[config.mk]
export PLATFORM = sky130hd
export DESIGN_NAME = lane_deskew_calibrator
export DESIGN_NICKNAME = d
export VERILOG_FILES = /design/src/rtl/lane_deskew_calibrator.sv
export SDC_FILE = /design/constraint.sdc
export NUM_CORES = 1
export LEC_CHECK = 0
export ABC_CLOCK_PERIOD_IN_PS = 12140
export CORE_MARGIN = 2
export CORE_UTILIZATION = 45
export CTS_BUF_LIST = sky130_fd_sc_hd__clkbuf_8 sky130_fd_sc_hd__clkbuf_16
export DETAILED_ROUTE_END_ITERATION = 8
export PLACE_DENSITY_LB_ADDON = 0.2
export SYNTH_ARGS = -nofsm -noshare
export SYNTH_HDL_FRONTEND = slang
export SYNTH_SLANG_ARGS = --single-unit
export TNS_END_PERCENT = 30
[constraint.sdc]
create_clock -name i_clk -period 12.14 [get_ports i_clk]
set_input_delay 3.642 -clock i_clk [delete_from_list [all_inputs] [get_ports i_clk]]
set_output_delay 3.642 -clock i_clk [all_outputs]
set_load 0.02 [all_outputs]
[src/rtl/lane_deskew_calibrator.sv]
// ---------------------------------------------------------------------------
// lane_deskew_calibrator
//
// Purpose:
//    Runs IDELAY tap training for the Camera Link LVDS receive lanes in the
//    85 MHz parallel clock domain. Each lane is calibrated in turn. The IDELAY
//    tap is stepped from 0 to the top of its range, and at every tap the
//    deserialized byte is checked against a fixed training pattern. The block
//    keeps the widest run of passing taps and loads its centre into the
//    lane's IDELAY. A lane whose best window is too narrow is flagged as
//    failed and gets the default tap. This block takes the place of the old
//    fixed mid-range taps.
//
// Ports:
//    i_clk          85 MHz parallel clock
//    i_rst          asynchronous active-high reset
//    i_start        single-cycle calibration request (ignored while busy)
//    i_idelay_rdy   IDELAYCTRL ready; dropping it mid-sweep restarts the lane
//    i_lane_data    deserialized bytes, lane n at [n*8 +: 8]
//    o_tap_flat     current tap per lane, lane n at [n*TAP_W +: TAP_W]
//    o_tap_load     one-cycle tap load strobe per lane
//    o_busy         calibration in progress
//    o_done         calibration complete (level)
//    o_fail         at least one lane failed (level)
//    o_fail_mask    per-lane failure flags
//    o_window_flat  (CAL_WINDOW_REPORT_EN only) best window width in taps per
//                   lane, saturated to TAP_MAX, lane n at [n*TAP_W +: TAP_W]
//
// Optional feature macro: CAL_WINDOW_REPORT_EN
// ---------------------------------------------------------------------------
module lane_deskew_calibrator #(
   parameter int         NUM_LANES     = 11,
   parameter int         TAP_W         = 9,
   parameter int         TAP_MAX       = 511,
   parameter int         TAP_STEP      = 4,
   parameter int         SETTLE_CYC    = 16,
   parameter int         SAMPLE_CNT    = 64,
   parameter logic [7:0] TRAIN_PATTERN = 8'hE4,
   parameter int         MIN_WINDOW    = 32,
   parameter int         DEFAULT_TAP   = 256
) (
   input  logic                         i_clk,
   input  logic                         i_rst,
   input  logic                         i_start,
   input  logic                         i_idelay_rdy,
   input  logic [NUM_LANES*8-1:0]       i_lane_data,
   output logic [NUM_LANES*TAP_W-1:0]   o_tap_flat,
   output logic [NUM_LANES-1:0]         o_tap_load,
   output logic                         o_busy,
   output logic                         o_done,
   output logic                         o_fail,
   output logic [NUM_LANES-1:0]         o_fail_mask
`ifdef CAL_WINDOW_REPORT_EN
   ,
   output logic [NUM_LANES*TAP_W-1:0]   o_window_flat
`endif
);

   localparam int LANE_W    = (NUM_LANES > 1) ? $clog2(NUM_LANES) : 1;
   localparam int NUM_STEPS = TAP_MAX / TAP_STEP + 1;
   localparam int RUN_W     = $clog2(NUM_STEPS + 1);
   localparam int CYC_MAX   = (SETTLE_CYC > SAMPLE_CNT) ? SETTLE_CYC : SAMPLE_CNT;
   localparam int CYC_W     = (CYC_MAX > 1) ? $clog2(CYC_MAX) : 1;

   localparam logic [TAP_W:0]      STEP_X      = TAP_STEP[TAP_W:0];
   localparam logic [TAP_W:0]      MAX_X       = TAP_MAX[TAP_W:0];
   localparam logic [TAP_W-1:0]    DEF_TAP     = DEFAULT_TAP[TAP_W-1:0];
   localparam logic [TAP_W-1:0]    MAX_TAP     = TAP_MAX[TAP_W-1:0];
   localparam logic [31:0]         STEP_32     = TAP_STEP;
   localparam logic [31:0]         MAX_32      = TAP_MAX;
   localparam logic [31:0]         MINW_32     = MIN_WINDOW;
   localparam logic [CYC_W-1:0]    SETTLE_LAST = CYC_W'(SETTLE_CYC - 1);
   localparam logic [CYC_W-1:0]    SAMPLE_LAST = CYC_W'(SAMPLE_CNT - 1);
   localparam logic [LANE_W-1:0]   LAST_LANE   = LANE_W'(NUM_LANES - 1);

   typedef enum logic [3:0] {
      IDLE,
      WAIT_RDY,
      SET_TAP,
      LOAD,
      SETTLE,
      SAMPLE,
      EVAL,
      CENTER,
      NEXT_LANE,
      DONE
   } state_t;

   state_t                 state;
   state_t                 state_nxt;

   logic [LANE_W-1:0]      lane;
   logic [TAP_W-1:0]       tap;
   logic [CYC_W-1:0]       cyc_cnt;
   logic                   sample_pass;
   logic [TAP_W-1:0]       run_start;
   logic [RUN_W-1:0]       run_cnt;
   logic [TAP_W-1:0]       best_start;
   logic [RUN_W-1:0]       best_cnt;
   logic [TAP_W-1:0]       tap_reg [NUM_LANES];

   logic [7:0]             lane_byte;
   logic                   byte_ok;
   logic                   abort;
   logic [TAP_W:0]         tap_sum;
   logic                   sweep_end;
   logic [TAP_W-1:0]       run_start_upd;
   logic [RUN_W-1:0]       run_cnt_upd;
   logic                   close_run;
   logic                   take_best;
   logic [31:0]            win_taps;
   logic                   win_ok;
   logic [31:0]            center_32;
   logic [TAP_W-1:0]       center_tap;

`ifdef CAL_WINDOW_REPORT_EN
   logic [TAP_W-1:0]       win_reg [NUM_LANES];
   logic [TAP_W-1:0]       win_sat;
`endif

   // Pick out the byte of the lane under calibration and compare it with the
   // training pattern.
   always_comb begin
      lane_byte = '0;
      for (int n = 0; n < NUM_LANES; n++) begin
         if (lane == LANE_W'(n)) begin
            lane_byte = i_lane_data[n*8 +: 8];
         end
      end
      byte_ok = (lane_byte == TRAIN_PATTERN);
   end

   // Sweep and window bookkeeping for EVAL. A passing tap either opens a new
   // run or extends the open one. The run is closed on a failing tap or at
   // the end of the sweep. When closed it replaces the best window only if it
   // is strictly longer, so on a tie the earlier window is kept.
   always_comb begin
      tap_sum       = {1'b0, tap} + STEP_X;
      sweep_end     = (tap_sum > MAX_X);
      run_start_upd = run_start;
      run_cnt_upd   = run_cnt;
      if (sample_pass) begin
         if (run_cnt == '0) begin
            run_start_upd = tap;
         end
         run_cnt_upd = run_cnt + 1'b1;
      end
      close_run = !sample_pass || sweep_end;
      take_best = close_run && (run_cnt_upd > best_cnt);
   end

   // Centre of the best window. The window always lies inside the sweep, so
   // the centre cannot pass TAP_MAX. The clamp only keeps the arithmetic
   // honest at full width.
   always_comb begin
      win_taps  = 32'(best_cnt) * STEP_32;
      win_ok    = (win_taps >= MINW_32);
      center_32 = 32'(best_start) + 32'(best_cnt >> 1) * STEP_32;
      if (!win_ok) begin
         center_tap = DEF_TAP;
      end else if (center_32 > MAX_32) begin
         center_tap = MAX_TAP;
      end else begin
         center_tap = center_32[TAP_W-1:0];
      end
`ifdef CAL_WINDOW_REPORT_EN
      win_sat = (win_taps > MAX_32) ? MAX_TAP : win_taps[TAP_W-1:0];
`endif
   end

   // Losing IDELAYCTRL ready mid-sweep throws away the current lane's
   // progress. Lanes that are already finished keep their taps.
   assign abort = !i_idelay_rdy &&
                  (state inside {SET_TAP, LOAD, SETTLE, SAMPLE, EVAL});

   // State register.
   always_ff @(posedge i_clk or posedge i_rst) begin
      if (i_rst) begin
         state <= IDLE;
      end else begin
         state <= state_nxt;
      end
   end

   // Next-state logic and control outputs. The load strobe fires in LOAD for
   // sweep taps and in NEXT_LANE for the centre tap. In both cases the tap
   // was written one cycle earlier, so it is stable while the strobe is high.
   always_comb begin
      state_nxt  = state;
      o_busy     = !((state == IDLE) || (state == DONE));
      o_tap_load = '0;

      for (int n = 0; n < NUM_LANES; n++) begin
         if ((lane == LANE_W'(n)) && ((state == LOAD) || (state == NEXT_LANE))) begin
            o_tap_load[n] = 1'b1;
         end
      end

      case (state)
         IDLE, DONE: begin
            if (i_start) state_nxt = WAIT_RDY;
         end
         WAIT_RDY: begin
            if (i_idelay_rdy) state_nxt = SET_TAP;
         end
         SET_TAP: begin
            state_nxt = LOAD;
         end
         LOAD: begin
            state_nxt = SETTLE;
         end
         SETTLE: begin
            if (cyc_cnt == SETTLE_LAST) state_nxt = SAMPLE;
         end
         SAMPLE: begin
            if (!byte_ok || (cyc_cnt == SAMPLE_LAST)) state_nxt = EVAL;
         end
         EVAL: begin
            state_nxt = sweep_end ? CENTER : SET_TAP;
         end
         CENTER: begin
            state_nxt = NEXT_LANE;
         end
         NEXT_LANE: begin
            state_nxt = (lane == LAST_LANE) ? DONE : WAIT_RDY;
         end
         default: begin
            state_nxt = IDLE;
         end
      endcase

      if (abort) state_nxt = WAIT_RDY;
   end

   // Datapath: lane/tap counters, cycle counter, run and best trackers,
   // per-lane tap registers and the result flags.
   always_ff @(posedge i_clk or posedge i_rst) begin
      if (i_rst) begin
         lane        <= '0;
         tap         <= '0;
         cyc_cnt     <= '0;
         sample_pass <= 1'b0;
         run_start   <= '0;
         run_cnt     <= '0;
         best_start  <= '0;
         best_cnt    <= '0;
         o_fail_mask <= '0;
         o_done      <= 1'b0;
         o_fail      <= 1'b0;
         for (int n = 0; n < NUM_LANES; n++) begin
            tap_reg[n] <= DEF_TAP;
`ifdef CAL_WINDOW_REPORT_EN
            win_reg[n] <= '0;
`endif
         end
      end else begin
         case (state)
            IDLE, DONE: begin
               if (i_start) begin
                  o_done      <= 1'b0;
                  o_fail      <= 1'b0;
                  o_fail_mask <= '0;
                  lane        <= '0;
`ifdef CAL_WINDOW_REPORT_EN
                  for (int n = 0; n < NUM_LANES; n++) begin
                     win_reg[n] <= '0;
                  end
`endif
               end
            end
            WAIT_RDY: begin
               if (i_idelay_rdy) begin
                  tap        <= '0;
                  run_start  <= '0;
                  run_cnt    <= '0;
                  best_start <= '0;
                  best_cnt   <= '0;
               end
            end
            SET_TAP: begin
               tap_reg[lane] <= tap;
            end
            LOAD: begin
               cyc_cnt <= '0;
            end
            SETTLE: begin
               cyc_cnt <= (cyc_cnt == SETTLE_LAST) ? '0 : cyc_cnt + 1'b1;
            end
            SAMPLE: begin
               if (!byte_ok) begin
                  sample_pass <= 1'b0;
               end else if (cyc_cnt == SAMPLE_LAST) begin
                  sample_pass <= 1'b1;
               end else begin
                  cyc_cnt <= cyc_cnt + 1'b1;
               end
            end
            EVAL: begin
               if (!abort) begin
                  if (close_run) begin
                     run_cnt <= '0;
                     if (take_best) begin
                        best_start <= run_start_upd;
                        best_cnt   <= run_cnt_upd;
                     end
                  end else begin
                     run_start <= run_start_upd;
                     run_cnt   <= run_cnt_upd;
                  end
                  if (!sweep_end) begin
                     tap <= tap_sum[TAP_W-1:0];
                  end
               end
            end
            CENTER: begin
               tap           <= center_tap;
               tap_reg[lane] <= center_tap;
               if (!win_ok) begin
                  o_fail_mask[lane] <= 1'b1;
               end
`ifdef CAL_WINDOW_REPORT_EN
               win_reg[lane] <= win_sat;
`endif
            end
            NEXT_LANE: begin
               if (lane == LAST_LANE) begin
                  o_done <= 1'b1;
                  o_fail <= |o_fail_mask;
               end else begin
                  lane <= lane + 1'b1;
               end
            end
            default: begin
            end
         endcase
      end
   end

   // Flatten the per-lane registers onto the output buses.
   for (genvar g = 0; g < NUM_LANES; g++) begin : g_flat
      assign o_tap_flat[g*TAP_W +: TAP_W] = tap_reg[g];
`ifdef CAL_WINDOW_REPORT_EN
      assign o_window_flat[g*TAP_W +: TAP_W] = win_reg[g];
`endif
   end

endmodule

# Yosys cells after proc, flatten, opt, wreduce, memory -nomap -nowiden
# Index checks and enable logic that the tools add are counted.
# totals
regBits	170
inputBits	92
output_inout_bits	124
elab_cells	200
# op_classes
add_sub_neg	5
order_cmp	8
eq_ne	39
n_mux	78
bitwise	2
reduce_logical	45
# op_table
cell	count
99-bit bitwise mux	2
99-bit one-hot mux with 2 select lines	1
8-bit 2-to-1 mux	18
9-bit 2-to-1 mux	13
9-bit demux with 4-bit select	1
4-bit one-hot mux with 9 select lines	1
9-bit one-hot mux with 2 select lines	2
4-bit by 3-bit equality test with 1-bit output, second input constant	8
4-bit 2-to-1 mux	8
8-bit one-hot mux with 2 select lines	2
9-bit one-hot mux with 3 select lines	1
11-bit 2-to-1 mux	2
2-bit != test, second input constant	11
11-bit one-hot mux with 2 select lines	1
4-bit equality test, second input constant	5
10-bit by 9-bit greater-than comparator with 1-bit output, second input constant	2
6-bit 2-to-1 mux	3
6-bit one-hot mux with 3 select lines	1
1-bit 2-to-1 mux	17
4-bit by 2-bit equality test with 1-bit output, second input constant	4
1-bit logical AND	15
3-bit AND reduction	5
4-bit AND reduction	3
11-bit bitwise OR	1
34 further kinds	50

# Depth between registers and ports, before layout
# logic_depth
depth_word	18
ltp_mapped	15
mapped_depth_nobuf	14

# Least setup slack after synthesis
# No wires, ideal clock.
# synth_path
path_kind	input to register
start	input port i_lane_data[7]
end	register cyc_cnt[5]
setup_ns	0.070
arrival_ns	5.473
path_slack_ns	6.597
stages	9
path_cell_list	nand3b_1 a311oi_2 o211ai_1 a221o_1 nor4_2 o211a_1 nor2_1 or4_1 nand3_1
# synth_between
elab_chain_cells	14
# synth_lines
element	line	source
start, declared	46	input logic [NUM_LANES*8-1:0] i_lane_data,
8-bit 2-to-1 mux (11 in a row)	126	if (lane == LANE_W'(n)) begin
8-bit equality test	130	byte_ok = (lane_byte == TRAIN_PATTERN);
2-bit != test (no source line)	--	
3-bit AND reduction (no source line)	--	
end signal, assigned	287	cyc_cnt <= (cyc_cnt == SETTLE_LAST) ? '0 : cyc_cnt + 1'b1;
end signal, assigned	295	cyc_cnt <= cyc_cnt + 1'b1;
end, declared	94	logic [CYC_W-1:0] cyc_cnt;
# No other way between the ends.
# A chain may end at the register's enable or synchronous reset.

# Worst setup path after layout
# layout_path
start	register state[3]
end	output port o_tap_load[0]
# layout_between
elab_chain_cells	4
word_cells_on_any_way	5
cone_classes	2 x eq/ne; 1 x mux; 2 x reduce/logical
# layout_lines
element	line	source
start, declared	89	state_t state;
start signal, assigned	181	state <= state_nxt;
4-bit by 2-bit equality test with 1-bit output or 4-bit equality test (tied branches)	194	if ((lane == LANE_W'(n)) && ((state == LOAD) || (state == NEXT_LANE))) begin
1-bit logical OR (*)	194	
1-bit logical AND (*)	194	
1-bit 2-to-1 mux (*)	194	
end, declared	48	output logic [NUM_LANES-1:0] o_tap_load,
# Every way passes the cells marked *; elsewhere a longest branch is shown, timed or not.

==> parameters.txt <==
Parameter                              Value

Run status
  Result of the run    finished clean

Synth
  Share of Yosys cell area claimed by the top area cell type    0.459
  Leading register cell type out of synthesis    sky130_fd_sc_hd__dfrtp_1
  Mapped Nets    around 1100
  Commonest cells in the netlist    sky130_fd_sc_hd__nand2_1 (167), sky130_fd_sc_hd__o21ai_0 (164), sky130_fd_sc_hd__dfrtp_1 (159), sky130_fd_sc_hd__clkbuf_1 (48), sky130_fd_sc_hd__nor2_1 (47)
  Synth Area per Inst    8.92 um2
  Share of synthesized area occupied by flip-flops and latches    0.493
  Flip-flop and latch count after synthesis    between 150 and 200
  Synthesized cell area    ~8700 um2
  Fraction of registers with async set/reset    1.00
  Post-synth cell types    a little under 70
  Number of enable flip-flop cells after synthesis    0
  Cells taking the most area after synthesis    sky130_fd_sc_hd__dfrtp_1 (46%), sky130_fd_sc_hd__o21ai_0 (9.5%), sky130_fd_sc_hd__nand2_1 (7.2%), sky130_fd_sc_hd__ha_1 (3.5%), sky130_fd_sc_hd__dfstp_2 (3.3%)
  Most area-hungry cell type in the Yosys netlist    sky130_fd_sc_hd__dfrtp_1
  Leading cell type by number of instances after synthesis    sky130_fd_sc_hd__nand2_1
  Number of instances in the synthesized netlist    ~1000
  Yosys warning total    0

Clock tree
  Post_cts resized    0
  Clock insertion delay at the later pin of the skew report    around 0.43 ns
  Clock tree from TritonCTS    yes
  Total of hold buffers inserted after clock tree synthesis    0
  Cell at the root of the clock tree    sky130_fd_sc_hd__clkbuf_16
  Clock transition at the registers of the reported paths    around 0.07 ns
  Post-CTS repair timing setup buffer count    0
  Clock net sink count    170
  Number of H-tree levels    4
  CTS buffer count    17
  Maximum clock insertion buffer count    2

Power and ir drop
  Internal power    1160 uW
  NetSw    roughly 640 uW
  Areal power density over the cells    around 160 nW/um2
  Part of the total power dissipated in the clock network    0.293
  Relative contribution of sequential cells to total power    0.391
  Combinational power share    0.317
  Worst-case vdd ir drop    between 90 and 100 uV
  Leakage power of the design    around 0.005 uW
  Switching Share    0.354

Cells and area
  Signed area change from the synthesized netlist to the final layout    33.2%
  Fraction of layout cells with a size suffix above 1    0.0650
  Filler instances    between 1500 and 2000
  Number of cells in the finished layout apart from fillers    1404
  Final layout net count    about 1300
  Sequential Area    between 4000 and 5000 um2
  Final Instance Area    about 12000 um2
  Number of antenna cells inserted    0
  Max reg flops    99
  Multi-input logic area    roughly 4000 um2

STA
  Final Hold Viols    0
  Highest achievable clock rate    151 MHz
  Final number of setup-violating endpoints    0
  Worst Tran Pin Value    between 1 and 1.5 ns
  Final critical path time including I/O delays and setup    roughly 6.6 ns
  Max transition margin    0.222
  Final worst path period share    0.545
  Final sum of negative setup slack    0 ns
  Min Hold Slack    0.480 ns
  Slew Viols, Final    0
  RSZ-0062 raised after global routing    false
  Worst Skew    between 0.008 and 0.009 ns

Drt
  Met3 Routed Length    1.34 mm
  Uppermost metal layer occupied by signal nets    met4
  Final wirelength    approximately 26 mm
  Drt pass-1 iters    5
  Vias post-DR    7859
  Detailed-route wire length on metal 1    roughly 11 mm
  Detail-routed via count per cell    5.60
  Met2 wire length    between 10 and 15 mm
  Number of DRC violations after detailed routing    0
  Post-route antenna net violation count    0
  DRT iter0 DRCs    approximately 570
  DR WL/cell    18.3 um

Die
  Number of core rows    50
  Floorplan core area    ~19000 um2
  Top Ports    about 220
  Width of the chip    around 140 um
  Starting Density    0.462
  Die H    143 um
  Total Die Area    between 20000 and 25000 um2

Setup path
  Bufs and invs on worst path    2
  Highest net fanout along the worst path    16
  Required time at the worst-slack endpoint    8.50 ns
  Slowest library cell on the worst path    sky130_fd_sc_hd__clkdlybuf4s50_1
  Critical path capture point type    primary output
  Max stage delay on crit path    0.68 ns
  Worst path cell trace    inv_1 -> or3_1 -> o21ai_0 -> nand2b_1 -> nor4_1 -> clkdlybuf4s50_1
  Worst path arrival time    roughly 3 ns
  Type of the setup path with the least slack    flop to primary output
  Crit path max-delay family    simple AND/OR/NAND/NOR gates
  Launching element type of the critical path    flop

Flow run
  MaxCap Viol Count    0

Place
  Instance area at placement    between 10000 and 15000 um2
  DP Wirelength    around 18 mm
  Quantity of I/O buffers inserted on ports    between 200 and 250
  GP Congestion    between 0.8 and 0.9
  Placed instance count    between 1000 and 1500

Global route
  Wire length of the first global-routing pass    between 40 and 50 mm
  Maximum number of pins on one net before global-route repair    96
  GRT Resource Usage Total    0.255
  Remaining global-route overflow    0
  Number of antenna violations at the first check in global routing    0
  Via count of the first global-routing pass    around 7500

Min path
  Worst hold path type    flop to flop
[placed cells by master (no fill, tap or decap), types with 7 or more instances in the layout]
master                            count
sky130_fd_sc_hd__nand3_1             42
sky130_fd_sc_hd__a22o_1              10
sky130_fd_sc_hd__inv_6                7
sky130_fd_sc_hd__o22ai_1              8
sky130_fd_sc_hd__nand2_1            167
sky130_fd_sc_hd__clkdlybuf4s50_1    215
sky130_fd_sc_hd__a21o_1               9
sky130_fd_sc_hd__nor2b_1             13
sky130_fd_sc_hd__dfrtp_1            159
sky130_fd_sc_hd__mux2_2               8
sky130_fd_sc_hd__nand4_1              7
sky130_fd_sc_hd__nor2_1              47
sky130_fd_sc_hd__nor4_1              10
sky130_fd_sc_hd__a221oi_1             8
sky130_fd_sc_hd__ha_1                24
sky130_fd_sc_hd__clkbuf_16           17
sky130_fd_sc_hd__buf_4               15
sky130_fd_sc_hd__a21oi_1             26
sky130_fd_sc_hd__o21ai_0            164
sky130_fd_sc_hd__inv_1               45
sky130_fd_sc_hd__dfstp_2             11
sky130_fd_sc_hd__nand2b_1             7
sky130_fd_sc_hd__nor3_1              14
sky130_fd_sc_hd__a31oi_1             12
sky130_fd_sc_hd__xnor2_1             12
[kinds of logic after synthesis]
kind of cell | synth area share
muxes | 0.0116
buffers and inverters | 0.0490
AOI/OAI and AO/OA | 0.207
and+or+nand+nor | 0.188
xor gates and xnor gates | 0.0152
DFF | 0.493
adders and majority gates | 0.0370
[power groups by stage]
stage                     Sequential [uW]  Clock (uW)  Combinational [uW]
after floorplan                       772           0                 266
after global placement                712           0                 564
after detailed placement              714           0                 571
after CTS                             704         537                 574
after global routing                  714         566                 619
final                                 704         528                 571
[stage by stage]
| step | total power, uW | setup WS (ns) | util |
|---|---|---|---|
| 6_report | 1800 | 5.53 | 0.615 |
| 5_1_grt | 1900 | 5.23 | 0.615 |
| 4_1_cts | 1810 | 5.53 | 0.615 |
| 3_5_place_dp | 1280 | 5.89 | 0.585 |
| 3_3_place_gp | 1280 | 5.96 | 0.585 |
| 2_1_floorplan | 1040 | 3.91 | - |
[worst register-to-register path, delay by kind of cell (launching register included)]
family | cells | cell delay (ns)
and+or+nand+nor | 5 | 1.24
AOI/OAI and AO/OA | 4 | 0.95
DFF | 1 | 0.41
adders and majority gates | 1 | 0.67
buffers and inverters | 1 | 0.12
[layout make-up]
| type | count | area share |
|---|---|---|
| clock buffers | 18 | 0.0381 |
| clock inverters | 14 | 0.0111 |
| inverters | 46 | 0.0154 |
| multi-input cells | 692 | 0.344 |
| flip-flops and latches | 170 | 0.370 |
| well taps | 234 | 0.0254 |
| repair buffers | 230 | 0.196 |
[final timing paths]
| kind | start | endpoint | slack, ns | depth (start not counted) |
|---|---|---|---|---|
| min reg2reg | o_tap_flat[40] | o_tap_flat[40] | 0.48 | 2 |
| max in group asynchronous | i_rst | o_tap_flat[18] | 6.89 | 3 |
| max reg2reg | lane[0] | cyc_cnt[5] | 8.69 | 11 |
| max | state[3] | o_tap_load[0] | 5.53 | 6 |
| min in group asynchronous | i_rst | o_tap_flat[14] | 3.76 | 2 |
| min | o_tap_flat[40] | o_tap_flat[40] | 0.48 | 2 |
[layer usage]
| layer | vias up | track usage |
|---|---|---|
| li1 | 3806 | - |
| met1 | 3784 | 0.334 |
| met2 | 243 | 0.439 |
| met3 | 26 | 0.0526 |
| met4 | 0 | 0.0578 |
| met5 | - | 0 |
No activity file was read; power rests on OpenSTA's default activity.
